===== src/rtl/multdiv_arbiter_if.sv =====
// Signal bundle of multdiv_arbiter: two requester ports, the multdiv unit side
// and the tagged response. The slave view belongs to the arbiter.
interface multdiv_arbiter_if #(
    parameter int WIDTH = 32
);
    logic             req0_valid;
    logic             req0_op;
    logic [WIDTH-1:0] req0_a;
    logic [WIDTH-1:0] req0_b;
    logic             req0_ready;

    logic             req1_valid;
    logic             req1_op;
    logic [WIDTH-1:0] req1_a;
    logic [WIDTH-1:0] req1_b;
    logic             req1_ready;

    logic [WIDTH-1:0] md_operandA;
    logic [WIDTH-1:0] md_operandB;
    logic             md_ctrl_MULT;
    logic             md_ctrl_DIV;
    logic [WIDTH-1:0] md_result;
    logic             md_exception;
    logic             md_resultRDY;

    logic             rsp_valid;
    logic             rsp_id;
    logic [WIDTH-1:0] rsp_result;
    logic             rsp_exception;
    logic             rsp_timeout;
    logic             busy;

    modport slave (
        input  req0_valid, req0_op, req0_a, req0_b,
        input  req1_valid, req1_op, req1_a, req1_b,
        input  md_result, md_exception, md_resultRDY,
        output req0_ready, req1_ready,
        output md_operandA, md_operandB, md_ctrl_MULT, md_ctrl_DIV,
        output rsp_valid, rsp_id, rsp_result, rsp_exception, rsp_timeout, busy
    );

    modport master (
        output req0_valid, req0_op, req0_a, req0_b,
        output req1_valid, req1_op, req1_a, req1_b,
        output md_result, md_exception, md_resultRDY,
        input  req0_ready, req1_ready,
        input  md_operandA, md_operandB, md_ctrl_MULT, md_ctrl_DIV,
        input  rsp_valid, rsp_id, rsp_result, rsp_exception, rsp_timeout, busy
    );
endinterface


===== src/rtl/multdiv_arbiter.sv =====
// Round-robin arbiter sharing one multdiv unit between two requesters: latches the
// winner's request, pulses the multdiv start, waits for ready or watchdog, returns a tagged response.
module multdiv_arbiter #(
    parameter int WIDTH   = 32,
    parameter int TIMEOUT = 64
) (
    input logic              clock,
    input logic              reset_n,
    multdiv_arbiter_if.slave bus
);

    typedef enum logic [1:0] {IDLE, START, WAIT, RESP} state_e;

    typedef struct packed {
        logic             id;
        logic             op;
        logic [WIDTH-1:0] a;
        logic [WIDTH-1:0] b;
    } req_t;

    typedef struct packed {
        logic             id;
        logic [WIDTH-1:0] result;
        logic             exception;
        logic             timeout;
    } rsp_t;

    localparam logic [7:0] LAST_WAIT = 8'(TIMEOUT - 1);

    state_e     state_q, state_d;
    logic       last_grant_q, last_grant_d;
    logic [7:0] wait_cnt_q, wait_cnt_d;
    req_t       req_q, req_d;
    rsp_t       rsp_q, rsp_d;
    logic       grant0, grant1;

    // With both valid, the requester that was not served last wins.
    always_comb begin
        grant0 = 1'b0;
        grant1 = 1'b0;
        if (state_q == IDLE) begin
            if (bus.req0_valid && bus.req1_valid) begin
                grant0 = last_grant_q;
                grant1 = ~last_grant_q;
            end else begin
                grant0 = bus.req0_valid;
                grant1 = bus.req1_valid;
            end
        end
    end

    assign bus.req0_ready = grant0;
    assign bus.req1_ready = grant1;

    always_comb begin
        // NOTE: every signal gets a default before the case so no path can infer a latch.
        state_d      = state_q;
        last_grant_d = last_grant_q;
        wait_cnt_d   = wait_cnt_q;
        req_d        = req_q;
        rsp_d        = rsp_q;

        unique case (state_q)
            IDLE: begin
                if (grant0 || grant1) begin
                    req_d.id = grant1;
                    req_d.op = grant1 ? bus.req1_op : bus.req0_op;
                    req_d.a  = grant1 ? bus.req1_a  : bus.req0_a;
                    req_d.b  = grant1 ? bus.req1_b  : bus.req0_b;
                    state_d  = START;
                end
            end

            START: begin
                wait_cnt_d = '0;
                state_d    = WAIT;
            end

            WAIT: begin
                wait_cnt_d = wait_cnt_q + 8'd1;
                // In the first WAIT cycle multdiv is still restarting; its ready is stale.
                if ((wait_cnt_q != 8'd0) && bus.md_resultRDY) begin
                    rsp_d.id        = req_q.id;
                    rsp_d.result    = bus.md_result;
                    rsp_d.exception = bus.md_exception;
                    rsp_d.timeout   = 1'b0;
                    state_d         = RESP;
                end else if (wait_cnt_q == LAST_WAIT) begin
                    rsp_d.id        = req_q.id;
                    rsp_d.result    = '0;
                    rsp_d.exception = 1'b1;
                    rsp_d.timeout   = 1'b1;
                    state_d         = RESP;
                end
            end

            RESP: begin
                last_grant_d = req_q.id;
                state_d      = IDLE;
            end

            default: state_d = IDLE;
        endcase
    end

    always_ff @(posedge clock or negedge reset_n) begin
        if (!reset_n) begin
            state_q      <= IDLE;
            last_grant_q <= 1'b1;
            wait_cnt_q   <= '0;
            req_q        <= '0;
            rsp_q        <= '0;
        end else begin
            // NOTE: non-blocking so every register samples the pre-edge values.
            state_q      <= state_d;
            last_grant_q <= last_grant_d;
            wait_cnt_q   <= wait_cnt_d;
            req_q        <= req_d;
            rsp_q        <= rsp_d;
        end
    end

    assign bus.md_operandA   = req_q.a;
    assign bus.md_operandB   = req_q.b;
    assign bus.md_ctrl_MULT  = (state_q == START) && !req_q.op;
    assign bus.md_ctrl_DIV   = (state_q == START) &&  req_q.op;

    assign bus.rsp_valid     = (state_q == RESP);
    assign bus.rsp_id        = rsp_q.id;
    assign bus.rsp_result    = rsp_q.result;
    assign bus.rsp_exception = rsp_q.exception;
    assign bus.rsp_timeout   = rsp_q.timeout;
    assign bus.busy          = (state_q != IDLE);

endmodule


===== src/flat_wrapper.sv =====
// flat-port wrapper written by rule: the top's interface ports become plain ports
module multdiv_arbiter_flat 
#(
    parameter int WIDTH   = 32,
    parameter int TIMEOUT = 64
)
  (clock, reset_n, bus_req0_valid, bus_req0_op, bus_req0_a, bus_req0_b, bus_req1_valid, bus_req1_op, bus_req1_a, bus_req1_b, bus_md_result, bus_md_exception, bus_md_resultRDY, bus_req0_ready, bus_req1_ready, bus_md_operandA, bus_md_operandB, bus_md_ctrl_MULT, bus_md_ctrl_DIV, bus_rsp_valid, bus_rsp_id, bus_rsp_result, bus_rsp_exception, bus_rsp_timeout, bus_busy);
  multdiv_arbiter_if #(.WIDTH(WIDTH)) bus_i ();
  input logic clock;
  input logic reset_n;
  input wire logic [$bits(bus_i.req0_valid)-1:0] bus_req0_valid;
  input wire logic [$bits(bus_i.req0_op)-1:0] bus_req0_op;
  input wire logic [$bits(bus_i.req0_a)-1:0] bus_req0_a;
  input wire logic [$bits(bus_i.req0_b)-1:0] bus_req0_b;
  input wire logic [$bits(bus_i.req1_valid)-1:0] bus_req1_valid;
  input wire logic [$bits(bus_i.req1_op)-1:0] bus_req1_op;
  input wire logic [$bits(bus_i.req1_a)-1:0] bus_req1_a;
  input wire logic [$bits(bus_i.req1_b)-1:0] bus_req1_b;
  input wire logic [$bits(bus_i.md_result)-1:0] bus_md_result;
  input wire logic [$bits(bus_i.md_exception)-1:0] bus_md_exception;
  input wire logic [$bits(bus_i.md_resultRDY)-1:0] bus_md_resultRDY;
  output wire logic [$bits(bus_i.req0_ready)-1:0] bus_req0_ready;
  output wire logic [$bits(bus_i.req1_ready)-1:0] bus_req1_ready;
  output wire logic [$bits(bus_i.md_operandA)-1:0] bus_md_operandA;
  output wire logic [$bits(bus_i.md_operandB)-1:0] bus_md_operandB;
  output wire logic [$bits(bus_i.md_ctrl_MULT)-1:0] bus_md_ctrl_MULT;
  output wire logic [$bits(bus_i.md_ctrl_DIV)-1:0] bus_md_ctrl_DIV;
  output wire logic [$bits(bus_i.rsp_valid)-1:0] bus_rsp_valid;
  output wire logic [$bits(bus_i.rsp_id)-1:0] bus_rsp_id;
  output wire logic [$bits(bus_i.rsp_result)-1:0] bus_rsp_result;
  output wire logic [$bits(bus_i.rsp_exception)-1:0] bus_rsp_exception;
  output wire logic [$bits(bus_i.rsp_timeout)-1:0] bus_rsp_timeout;
  output wire logic [$bits(bus_i.busy)-1:0] bus_busy;
  assign bus_i.req0_valid = bus_req0_valid;
  assign bus_i.req0_op = bus_req0_op;
  assign bus_i.req0_a = bus_req0_a;
  assign bus_i.req0_b = bus_req0_b;
  assign bus_i.req1_valid = bus_req1_valid;
  assign bus_i.req1_op = bus_req1_op;
  assign bus_i.req1_a = bus_req1_a;
  assign bus_i.req1_b = bus_req1_b;
  assign bus_i.md_result = bus_md_result;
  assign bus_i.md_exception = bus_md_exception;
  assign bus_i.md_resultRDY = bus_md_resultRDY;
  assign bus_req0_ready = bus_i.req0_ready;
  assign bus_req1_ready = bus_i.req1_ready;
  assign bus_md_operandA = bus_i.md_operandA;
  assign bus_md_operandB = bus_i.md_operandB;
  assign bus_md_ctrl_MULT = bus_i.md_ctrl_MULT;
  assign bus_md_ctrl_DIV = bus_i.md_ctrl_DIV;
  assign bus_rsp_valid = bus_i.rsp_valid;
  assign bus_rsp_id = bus_i.rsp_id;
  assign bus_rsp_result = bus_i.rsp_result;
  assign bus_rsp_exception = bus_i.rsp_exception;
  assign bus_rsp_timeout = bus_i.rsp_timeout;
  assign bus_busy = bus_i.busy;
  multdiv_arbiter #(.WIDTH(WIDTH), .TIMEOUT(TIMEOUT)) u_core (.clock(clock), .reset_n(reset_n), .bus(bus_i));
endmodule

===== config.mk =====
export PLATFORM = sky130hd
export DESIGN_NAME = multdiv_arbiter_flat
export DESIGN_NICKNAME = d
export VERILOG_FILES = /design/src/rtl/multdiv_arbiter_if.sv /design/src/rtl/multdiv_arbiter.sv /design/src/flat_wrapper.sv
export SDC_FILE = /design/constraint.sdc
export NUM_CORES = 1
export LEC_CHECK = 0
export CAP_MARGIN = 20
export CELL_PAD_IN_SITES_DETAIL_PLACEMENT = 1
export CELL_PAD_IN_SITES_GLOBAL_PLACEMENT = 1
export CORE_MARGIN = 2
export CORE_UTILIZATION = 29
export CTS_CLUSTER_SIZE = 20
export DETAILED_ROUTE_END_ITERATION = 6
export GPL_TIMING_DRIVEN = 0
export PLACE_DENSITY_LB_ADDON = 0.1
export SYNTH_ARGS = -nofsm -noshare
export SYNTH_HDL_FRONTEND = slang
export SYNTH_SLANG_ARGS = --single-unit

===== constraint.sdc =====
create_clock -name clock -period 2.19 [get_ports clock]
set_input_delay 0.3285 -clock clock [delete_from_list [all_inputs] [get_ports clock]]
set_output_delay 0.3285 -clock clock [all_outputs]
set_load 0.01 [all_outputs]

==> metrics.txt, run 1 <==
outcome finished with violations; failing checks setup timing; critical path fanouts, max 5; initial antenna violation count 0; Initial Util 0.295; RSZ-0062 raised after global routing true; worst setup margin -0.0185 ns; number of synthesized flops with an enable pin 0; Place WS -0.560 ns; Tot GR Track Use 0.187; leading cell type in the layout, fill and taps excluded clkdlybuf4s50_1; achievable frequency 453 MHz; CP Data Required Time 2.43 ns; synthesized net count 617; CTS tree done; via count 4649; layout cells sized above 1 0.175; Avg Cell Area, Syn 11.4 um^2; grt total ovfl 0; Worst-Skew Late Latency 0.35 ns; Slew @ Worst Pin 0.516 ns; ANT nets after route 0; Crit path buffers/inverters 2; largest net degree at the start of global routing 76; Post-Route WL 18200 um; CP Cell Sequence or4_4, o41ai_4, buf_4, nor2_4, buf_6, a22o_1; worst min path class in2async; Startpoint Class register; final clock skew 0.0117 ns; fillcell total 1841; Nets 918; routed vias/inst 4.78; final hold viol count 0; port buffer count 272; final setup vio count 1; Num CTS Buffers 9; core area 17200 um^2; First DRT Iteration DRCs 350; top_reg_cell synth dfrtp_1; Diodes inserted 0; commonest cells after routing, fill and taps aside clkdlybuf4s50_1 (268), dfrtp_1 (109), inv_1 (76), buf_4 (76), a222oi_1 (65); router iterations before antenna repair 6; slowest library cell on the worst path or4_4; WS Path Type reg2reg; synthesized area 5060 um^2; Peak VDD IR 0.469 mV; clk root buf clkbuf_16; Worst path top cell family by delay compound AO/OA/AOI/OAI gates; CTS sink cnt 112; Die X 136 um; die area 18500 um^2; top cell type's share of synthesized area 0.549; Synth cell types 33; first-pass GRT wire length 26600 um; max_cap viols 0; proportion of synthesized chip area in sequential cells 0.554; htree depth 3; crit share post-route 1.01; Row Count 48; area grow syn2layout 72.0%; synth top area cells dfrtp_1 (55%), a222oi_1 (13%), buf_4 (10%), inv_1 (5.8%), a22o_1 (5.5%); clock-pin slew on the worst setup and hold paths 0.08 ns; Mapped Cells 442; Post-DP HPWL 13500 um; Die H 136 um; global placer's final weighted congestion 0.725; YS warnings 0; Yosys reg bits 112; Final Critical Period 2.21 ns; critical path endpoint category register; DRC viols 0; Synth area leader dfrtp_1; Max Slew Vio Count 0; total power 11300 uW; Worst slew margin 0.652; Critical Path AT 2.44 ns; critical path depth 6; vias in the first global route 4872; PwrDens 1290 nW/um^2; Post-synth ARST share 1.00; Ports 273; slowest stage delay, CP 0.56 ns; Bufs on Longest Clock Path 2; P_leak 0.00416 uW; routed len/inst 18.7 um; worst reg2reg path depth 6
timing repair:
action | CTS | global route
endpoints found under the setup margin | 53 | 73
buffers inserted | 1 | 11
hold endpoints to repair | 37 | 0
pin swaps | 0 | 30
hold buffers | 1 | 0
gates cloned | 0 | 4
gates resized for setup | 24 | 37
worst paths after layout:
| check | start | endpoint | slack, ns |
|---|---|---|---|
| worst max-delay path | u_core.wait_cnt_q[4]$_DFFE_PN0P_ | u_core.bus.rsp_result[4]$_DFFE_PN0P_ | -0.02 |
| worst min-delay path | reset_n | u_core.bus.md_operandA[8]$_DFFE_PN0P_ | 0.45 |
| worst max register to register | u_core.wait_cnt_q[4]$_DFFE_PN0P_ | u_core.bus.rsp_result[4]$_DFFE_PN0P_ | -0.02 |
| worst min register to register | u_core.bus.md_operandA[13]$_DFFE_PN0P_ | u_core.bus.md_operandA[13]$_DFFE_PN0P_ | 0.49 |
| max in group asynchronous | reset_n | u_core.last_grant_q$_DFFE_PN1P_ | 1.01 |
| min in group clock | u_core.bus.md_operandA[13]$_DFFE_PN0P_ | u_core.bus.md_operandA[13]$_DFFE_PN0P_ | 0.49 |
state kept, by name (all words and copies together), names as in the netlist:
name	flops
u_core.bus.rsp_timeout	1
u_core.bus.md_operandB	32
u_core.state_q	2
u_core.req_q	2
u_core.bus.rsp_exception	1
u_core.bus.rsp_id	1
u_core.bus.md_operandA	32
u_core.last_grant_q	1
u_core.bus.rsp_result	32
u_core.wait_cnt_q	8
per-layer routing:
| metal | vias to the layer above | global-route usage | routed length, um |
|---|---|---|---|
| li1 | 2151 | - | - |
| met1 | 2309 | 0.214 | 7160 |
| met2 | 176 | 0.331 | 9190 |
| met3 | 13 | 0.0600 | 1560 |
| met4 | 0 | 0.0579 | 260 |
| met5 | - | 0 | 0 |
where the power goes:
group	switching (uW)	internal (uW)
clock	802	1130
sequential	543	2990
combinational	2380	3410
through the flow:
| step | TNS [ns] | instance area [um^2] | cells | hold slack [ns] | utilization |
|---|---|---|---|---|---|
| after detailed placement | -11.03 | 8090 | 940 | 0.259 | 0.471 |
| final | -0.0185 | 8700 | 973 | 0.448 | 0.506 |
| after global routing | -0.768 | 8700 | 973 | 0.475 | 0.506 |
| after global placement | -440.93 | 8060 | 939 | 0.475 | 0.469 |
| after floorplan | 0 | 5060 | 442 | 0.0329 | - |
| after CTS | 0 | 8520 | 958 | 0.448 | 0.496 |
cells in the mapped netlist, types with 3 or more instances:
cell type,n
buf_1,4
nor2_1,7
a21oi_1,8
nand3_1,4
nand2_1,7
inv_1,78
a222oi_1,65
buf_4,68
buf_2,3
ha_1,7
a22o_1,32
dfrtp_1,111
o21ai_0,7
clkbuf_1,18
cell families after synthesis:
logic type	synth area share
multiplexers	0.00445
adder cells (fa/ha/maj)	0.0173
XOR/XNOR	0.00346
buffers and inverters	0.178
flip-flops	0.554
AND/OR/NAND/NOR	0.0307
AO/OA/AOI/OAI	0.212
area by class of cell:
class                   count  area [um^2]  area share
clock inverters             7          126      0.0145
multi-input cells         160         1410       0.162
inverters                  78          293      0.0337
repair buffers            289         2880       0.331
flip-flops and latches    112         2810       0.323
plain buffers              93          674      0.0775
well taps                 225          282      0.0324
clock buffers               9          225      0.0259
Power figures use the tool's default switching activity.
==> run 2: changes to the inputs <==
--- a/config.mk
+++ b/config.mk
@@ -14,6 +14,7 @@
 export DETAILED_ROUTE_END_ITERATION = 6
 export GPL_TIMING_DRIVEN = 0
 export PLACE_DENSITY_LB_ADDON = 0.1
+export SETUP_SLACK_MARGIN = 0.02
 export SYNTH_ARGS = -nofsm -noshare
 export SYNTH_HDL_FRONTEND = slang
 export SYNTH_SLANG_ARGS = --single-unit
==> run 2 against run 1 <==
  * The run now ends clean
  * Sequential power barely moved
  * Maximum frequency grew 6.7%
  * Critical path depth shrank 2
  * First-iteration DRC count decreased by 2.9%
  * Die area is the same
  * Register-to-register slack improved by 0.17 ns
  * Final area fell by 0.89%
  * Non-clock buffer count down 3
  * Combinational power down 0.9%
  * Highest routed layer unchanged
==> metrics.txt, run 2 (synthesized netlist as in run 1, its figures left out) <==
outcome complete, no violations; via count 4616 (-0.71%); grt total ovfl 0 (unchanged); commonest cells after routing, fill and taps aside clkdlybuf4s50_1 (268), dfrtp_1 (110), buf_4 (79); core area 17200 um^2 (unchanged); P_leak 0.00413 uW (-0.75%); Critical Path AT 1.74 ns (-0.70 ns); die area 18500 um^2 (unchanged); Final Critical Period 2.07 ns (-0.139 ns); Psw 3690 uW (-0.92%); clk root buf clkbuf_16; CP Data Required Time 1.86 ns (-0.57 ns); number of non-filler instances in the completed layout 969 (-0.41%); CTS tree done; Startpoint Class register; routed vias/inst 4.76 (-0.30%); Row Count 48 (unchanged); Bufs on Longest Clock Path 2 (unchanged); layout cells sized above 1 0.169 (-0.00578); critical path fanouts, max 4 (-1); Initial Util 0.295 (unchanged); port buffer count 272 (unchanged); First DRT Iteration DRCs 340 (-2.9%); Worst-Skew Late Latency 0.35 ns (about the same); Final Util 0.502 (-0.00452); RSZ-0062 raised after global routing false; htree depth 3 (unchanged); initial antenna violation count 0 (unchanged); Post-Route WL 17800 um (-1.9%); Peak VDD IR 0.478 mV (+2.0%); achievable frequency 483 MHz (+6.7%); vias in the first global route 4884 (+0.25%); Switching Fraction 0.329 (-0.00163); Die H 136 um (unchanged); final hold viol count 0 (unchanged); Max Slew Vio Count 0 (unchanged); Diodes inserted 0 (unchanged); CTS sink cnt 112 (unchanged); Die X 136 um (unchanged); Num CTS Buffers 9 (unchanged); Nets 914 (-0.44%); largest net degree at the start of global routing 76 (unchanged); routed len/inst 18.4 um (-1.5%); max_cap viols 0 (unchanged); WS Path Type reg2out; final setup vio count 0 (-1); fillcell total 1844 (+0.16%); router iterations before antenna repair 7 (+1); Gate power share 0.512 (-0.002); first-pass GRT wire length 26700 um (+0.34%); Clock Power Share 0.173 (about the same); Internal 7520 uW (-0.19%); PwrDens 1300 nW/um^2 (+0.47%); Slew @ Worst Pin 0.529 ns (+0.0136 ns); clock-pin slew on the worst setup and hold paths 0.08 ns (about the same); leading cell type in the layout, fill and taps excluded clkdlybuf4s50_1; Flop pwr share 0.315 (about the same); crit share post-route 0.945 (-0.0636); DP Cell Count 940 (unchanged); final clock skew 0.0117 ns (+0.00000600 ns); area grow syn2layout 70.4%; Post-DP HPWL 13500 um (unchanged); ANT nets after route 0 (unchanged); global placer's final weighted congestion 0.725 (unchanged); Tot GR Track Use 0.188 (+0.000650); Worst slew margin 0.647 (-0.00541); DRC viols 0 (unchanged); worst min path class in2async; Ports 273 (unchanged); critical path endpoint category output pin
==> run 2: cell count changes in the layout (fill, tap and decap cells not counted) <==
cell             delta
clkdlybuf4s15_2     +1
clkbuf_2            -1
nor2_2              +1
dfrtp_2             -1
clkbuf_8            -1
nor2_4              -2
buf_4               +3
buf_6               -9
buf_8               +1
mux2_2              +1
dfrtp_1             +1
mux2_4              -1
buf_2               +3
==> run 2: layer usage <==
layer / share of wire / global-route usage / routed length (um) / vias up
met1: 0.39 / 0.215 / 7030 / 2288
met5: 0 / 0 / 0 / -
li1: - / - / - / 2139
met4: 0.015 / 0.0579 / 260 / 0
met3: 0.088 / 0.0608 / 1570 / 13
met2: 0.50 / 0.331 / 8980 / 176
==> run 2: area by class of cell <==
class,instances,area [um^2],area share
buffer,93,646,0.0749
clock buffer,9,225,0.0261
clock inverter,7,126,0.0147
inverter,78,293,0.0340
multi-input combinational,159,1390,0.161
sequential,112,2810,0.325
tap,225,282,0.0327
timing repair buffer,286,2850,0.331
==> run 2: critical path: stages (launching register included) <==
cell and delay [ns]:
dfrtp_1 0.43, buf_4 0.15, ha_1 0.20, and2_1 0.14, clkdlybuf4s50_1 0.48
==> run 2: per-stage QoR <==
stage	setup TNS [ns]	instance area [um^2]	hold slack (ns)	total power, uW	setup WS [ns]
after floorplan	0	5060	0.0329	6340	0.258
after global placement	-440.93	8060	0.475	9030	-3.88
after detailed placement	-11.03	8090	0.259	9180	-0.560
after CTS	0	8550	0.448	11300	0.0220
after global routing	0	8620	0.475	12000	0.0369
final	0	8620	0.444	11200	0.121
==> run 2: worst paths after layout <==
check,start,cells after the start,endpoint,slack (ns)
worst min-delay path,reset_n,2,u_core.bus.md_operandA[8]$_DFFE_PN0P_,0.44
worst max-delay path,u_core.state_q[0]$_DFFE_PN0P_,4,bus_md_ctrl_DIV,0.12
min in group clock,u_core.bus.md_operandA[13]$_DFFE_PN0P_,2,u_core.bus.md_operandA[13]$_DFFE_PN0P_,0.50
worst max register to register,u_core.wait_cnt_q[4]$_DFFE_PN0P_,6,u_core.bus.rsp_id$_DFFE_PN0P_,0.15
max in group asynchronous,reset_n,3,u_core.last_grant_q$_DFFE_PN1P_,1.01
worst min register to register,u_core.bus.md_operandA[13]$_DFFE_PN0P_,2,u_core.bus.md_operandA[13]$_DFFE_PN0P_,0.50
==> run 2: power groups by stage <==
| stage | combinational (uW) | sequential, uW | clock (uW) |
|---|---|---|---|
| 6_report | 5740 | 3530 | 1940 |
| 5_1_grt | 6230 | 3640 | 2080 |
| 4_1_cts | 5760 | 3530 | 2000 |
| 3_5_place_dp | 5650 | 3530 | 0 |
| 3_3_place_gp | 5520 | 3510 | 0 |
| 2_1_floorplan | 2770 | 3570 | 0 |
==> run 2: repair_timing <==
item                       4_1_cts  5_1_grt
hold endpoints to repair        37        0
pin swaps                        1        2
gates resized for setup         30        8
hold buffers                     1        0
setup endpoints to repair       71       56
setup buffers                    4        8
==> patch 1, RTL diff (settings of run 2) <==
`WIDTH` is set to 32 in 3 places; all go to 48.
--- a/src/rtl/multdiv_arbiter_if.sv
+++ b/src/rtl/multdiv_arbiter_if.sv
@@ -1,7 +1,7 @@
 // Signal bundle of multdiv_arbiter: two requester ports, the multdiv unit side
 // and the tagged response. The slave view belongs to the arbiter.
 interface multdiv_arbiter_if #(
-    parameter int WIDTH = 32
+    parameter int WIDTH = 48
 );
     logic             req0_valid;
     logic             req0_op;
--- a/src/rtl/multdiv_arbiter.sv
+++ b/src/rtl/multdiv_arbiter.sv
@@ -1,7 +1,7 @@
 // Round-robin arbiter sharing one multdiv unit between two requesters: latches the
 // winner's request, pulses the multdiv start, waits for ready or watchdog, returns a tagged response.
 module multdiv_arbiter #(
-    parameter int WIDTH   = 32,
+    parameter int WIDTH   = 48,
     parameter int TIMEOUT = 64
 ) (
     input logic              clock,
--- a/src/flat_wrapper.sv
+++ b/src/flat_wrapper.sv
@@ -1,7 +1,7 @@
 // flat-port wrapper written by rule: the top's interface ports become plain ports
 module multdiv_arbiter_flat 
 #(
-    parameter int WIDTH   = 32,
+    parameter int WIDTH   = 48,
     parameter int TIMEOUT = 64
 )
   (clock, reset_n, bus_req0_valid, bus_req0_op, bus_req0_a, bus_req0_b, bus_req1_valid, bus_req1_op, bus_req1_a, bus_req1_b, bus_md_result, bus_md_exception, bus_md_resultRDY, bus_req0_ready, bus_req1_ready, bus_md_operandA, bus_md_operandB, bus_md_ctrl_MULT, bus_md_ctrl_DIV, bus_rsp_valid, bus_rsp_id, bus_rsp_result, bus_rsp_exception, bus_rsp_timeout, bus_busy);
Interface: changed (8 resized); port bits go from 273 to 401. No check against the original RTL was run, so the function may have changed too.
==> patch 1 against run 2 <==
  * Combinational power increased by 47%
  * Setup slack worse by 0.076 ns
  * Final area is 44% higher
  * Global-route usage rose by 3.0 points
  * Non-clock buffer count rose by 175
  * Hold slack improved by 0.0043 ns
  * Total power increased by 48%
  * Wire length is 61% higher
  * Synthesized cell count rose by 40%
  * Area after synthesis rose by 42%
  * Sequential cell count grew 48
  * Highest routed layer unchanged
  * Clock power is 56% higher
  * Via count up 44%
  * Sequential power is 44% higher
==> patch 1: results (changes against run 2) <==
* Status: completed (unchanged)
* Syn avg cell area at 11.7 um2 (was 11.4 um2)
* Seq/Total Area, Yosys at 55.7% (was 55.4%)
* Worst clock skew at 0.0116 ns (was 0.0117 ns)
* Met1 Wirelength at 11.2 mm (was 7.03 mm)
* Routed length on met3 at 2.38 mm (was 1.57 mm)
* Via density at 4.77 (was 4.76)
* Post-synth cell types at 34 (was 33)
* Critical Path End: u_core.bus.rsp_result[4] (was bus_md_ctrl_DIV)
* Met3 usage at 6.86% (was 6.08%)
* Final GP Congestion at 0.808 (was 0.725)
* Worst VDD drop at 0.476 mV (was 0.478 mV)
* Top post-synthesis cells by count: dfrtp_1 (159), inv_1 (108), a222oi_1 (97), buf_4 (96), a22o_1 (50) (was dfrtp_1 (111), inv_1 (78), buf_4 (68), a222oi_1 (65), a22o_1 (32))
* CTS buffer count at 17 (was 9)
* Post-synthesis net count at 872 (was 617)
* Final HPWL DP at 21.5 mm (was 13.5 mm)
* R2r setup slk at 0.04 ns (was 0.15 ns)
* Layout Cells excl Fill at 1389 (was 969)
* Met1 usage at 25.6% (was 21.5%)
* Iteration-0 DRC Markers at 606 (was 340)
* Net count, final at 1306 (was 914)
* H-tree levels at 4 (was 3)
* Max_slew headroom at 57.9% (was 64.7%)
* CP Data Arrival Time at 2.47 ns (was 1.74 ns)
* FF-to-FF Start: u_core.wait_cnt_q[3] (was u_core.wait_cnt_q[4])
[patch 1: final cells by class]
type	instances	area (um2)
fillers	2599	11900
repair buffers	416	4150
flip-flops and latches	160	4010
multi-input cells	209	1880
plain buffers	138	966
clock buffers	17	425
inverters	109	409
well taps	324	405
clock inverters	15	173
diodes	1	2.50
[patch 1: report_power, final]
group | leakage (nW) | internal, mW | switching (mW)
combinational | 3.65 | 4.92 | 3.52
clock | 0.282 | 1.54 | 1.49
sequential | 2.00 | 4.30 | 0.778
[patch 1: through the flow]
stage	util [%]	cell area [um2]	setup slack, ns	setup TNS [ns]
2_1_floorplan	-	7190	0.205	0
3_3_place_gp	47.7	11600	-6.38	-1073.13
3_5_place_dp	47.9	11600	-1.13	-50.49
4_1_cts	50.8	12400	0.0218	0
5_1_grt	51.0	12400	-0.0334	-0.286
6_report	51.0	12400	0.0450	0
[patch 1: cells by family (layout without fill, tap and decap cells)]
| family | Yosys count | after routing | share of synthesized area (%) |
|---|---|---|---|
| other | 0 | 1 | 0 |
| buffers and inverters | 248 | 695 | 18.8 |
| AO/OA/AOI/OAI | 165 | 165 | 21.4 |
| AND/OR/NAND/NOR | 32 | 32 | 2.23 |
| XOR/XNOR | 2 | 2 | 0.244 |
| multiplexers | 3 | 3 | 0.487 |
| flip-flops | 160 | 160 | 55.7 |
| adder cells (fa/ha/maj) | 7 | 7 | 1.22 |
[patch 1: repair_timing]
item                                    in CTS  in global routing
pin swaps                                    1                  0
setup buffers                                7                  6
hold endpoints to repair                    72                  0
hold buffers                                 1                  0
endpoints found under the setup margin     124                 63
gates resized for setup                     29                 13
[patch 1: critical path, stage by stage, from the launching register on]
cell     delay, ns
dfrtp_1       0.45
or4_4         0.58
o41ai_4       0.34
nor2_2        0.13
buf_6         0.17
buf_6         0.14
a22o_1        0.23
==> patch 2, RTL diff (config.mk and constraints of run 2) <==
Without the edit above. Encoding of `state_e`: now Gray code (2 bits for 4 states).
--- a/src/rtl/multdiv_arbiter.sv
+++ b/src/rtl/multdiv_arbiter.sv
@@ -9,7 +9,7 @@
     multdiv_arbiter_if.slave bus
 );
 
-    typedef enum logic [1:0] {IDLE, START, WAIT, RESP} state_e;
+    typedef enum logic [1:0] {IDLE = 2'b00, START = 2'b01, WAIT = 2'b11, RESP = 2'b10} state_e;
 
     typedef struct packed {
         logic             id;
Formal check against the unedited RTL: no difference found for any inputs over 4 cycles, from zero or initial values and one cycle with reset_n low; so few cycles prove little.
==> patch 2 against run 2 <==
  * Highest routed layer unchanged
  * Wire length fell by 1.1%
  * First-iteration DRC count decreased by 82%
  * Final area is 1.9% higher
  * Clock power decreased by 13%
  * Non-clock buffer count shrank 9
  * Via count increased by 1.4%
  * Total power increased by 0.19%
  * Sequential cell count stayed put
  * Area after synthesis is 6.0% higher
  * Sequential share of layout area shrank 0.62 points
  * Critical endpoint unchanged
  * Setup slack gained 0.012 ns
  * Largest power group unchanged
  * Synthesized cell count is 14% higher
==> patch 2: results (changes against run 2) <==
* Clock Power Share at 15.0% (was 17.3%)
* Final HPWL DP at 13.9 mm (was 13.5 mm)
* Pre-antenna DRT Iters at 4 (was 7)
* Net load switching power at 3.82 mW (was 3.69 mW)
* Post-synthesis net count at 675 (was 617)
* CP Data Arrival Time at 1.73 ns
* FF-to-FF Start: u_core.last_grant_q (was u_core.wait_cnt_q[4])
* XOR/XNOR Fraction of Synth Area at 0.327% (was 0.346%)
* Via density at 4.57 (was 4.76)
* Clock Path Buffers at 2 (unchanged)
* Global-route wire length before repair at 28.2 mm (was 26.7 mm)
* DP Worst Slack at -0.503 ns (was -0.560 ns)
* Tightest Pin Transition at 0.549 ns (was 0.529 ns)
* Adder-cell share of the synthesized area at 0.467% (was 1.73%)
* Cells after DPL at 1007 (was 940)
* Flop+latch power at 3.66 mW (was 3.53 mW)
* Compound-gate portion of the synthesized area at 13.2% (was 21.2%)
* Setup TNS at 0 ns (unchanged)
* Iteration-0 DRC Markers at 62 (was 340)
* Final Instance Area at 8790 um2 (was 8620 um2)
* Worst clock skew at 0.00959 ns (was 0.0117 ns)
* Ys async rst share at 100% (unchanged)
* Synth Instances at 505 (was 442)
* Critical path peak fanout at 10 (was 4)
* Multiplexer share of the synthesized area at 12.8% (was 0.445%)
* Seq/Total Area, Yosys at 52.3% (was 55.4%)
* Fill count at 1990 (was 1844)
* Share of layout cells above drive strength 1 at 14.6% (was 16.9%)
* Pin count of the biggest net entering global routing at 58 (was 76)
* Max stage delay on crit path at 0.55 ns (was 0.48 ns)
* Max stage delay cell, worst path: clkdlybuf4s50_1 (unchanged)
* Dpl cell area at 8400 um2 (was 8090 um2)
* Post-synth cell types at 34 (was 33)
* Vias in the first global route at 5192 (was 4884)
* Reg2reg end: u_core.bus.md_operandB[10] (was u_core.bus.rsp_id)
* Resize count post-CTS at 16 (was 30)
* Reg clk slew, reported paths at 0.07 ns
* Worst Setup SP: u_core.state_q[0] (unchanged)
* Total leakage power at 4.14 nW (was 4.13 nW)
* HP Class: input pin to asynchronous set/reset pin (unchanged)
* Power Total at 11.2 mW (about the same)
* Vias at 4679 (was 4616)
* R2R depth at 7 (was 6)
* Routed wire length at 17.6 mm (was 17.8 mm)
* Clk_lat worst skew at 0.35 ns (about the same)
* Final GP Congestion at 0.788 (was 0.725)
* Worst VDD drop at 0.526 mV (was 0.478 mV)
* Grt ovf at 0 (unchanged)
* Minimum clock period at 2.06 ns (was 2.07 ns)
* Gr usage total at 18.2% (was 18.8%)
* Net count, final at 960 (was 914)
* H-tree levels at 3 (unchanged)
* Top post-synthesis cells by count: dfrtp_1 (111), a21oi_1 (70), nor2_1 (69), mux2i_1 (66), buf_4 (64) (was dfrtp_1 (111), inv_1 (78), buf_4 (68), a222oi_1 (65), a22o_1 (32))
* Post-CTS Setup Inserts at 1 (was 4)
* Synth top area cells: dfrtp_1 (52%), mux2i_1 (12%), buf_4 (9.0%) (was dfrtp_1 (55%), a222oi_1 (13%), buf_4 (10%))
* Status: completed (unchanged)
patch 2: per-layer routing:
metal	global-route usage, %	vias up	wire length (um)
li1	-	2239	-
met1	22.4	2241	7380
met2	31.5	182	8720
met3	4.92	17	1250
met4	5.37	0	287
met5	0	-	0
patch 2: worst min path at each step:
stage / to / slack [ns] / cells past startpoint
2_1_floorplan: u_core.bus.md_operandA[0] / 0.03 / 0
3_3_place_gp: u_core.bus.rsp_result[1] / 0.48 / 1
3_5_place_dp: u_core.bus.md_operandA[9] / 0.33 / 1
4_1_cts: u_core.bus.rsp_result[13] / 0.51 / 1
5_1_grt: u_core.bus.rsp_result[31] / 0.53 / 1
6_report: u_core.bus.md_operandA[9] / 0.50 / 2
patch 2: final cells by class:
type                            count  area share [%]
Sequential cell                   112            31.9
Tap cell                          229            3.26
Timing Repair Buffer              275            31.5
Buffer                             95            7.63
Clock inverter                      7           0.883
Clock buffer                        9            2.56
Inverter                           12           0.513
Multi-Input combinational cell    285            21.7
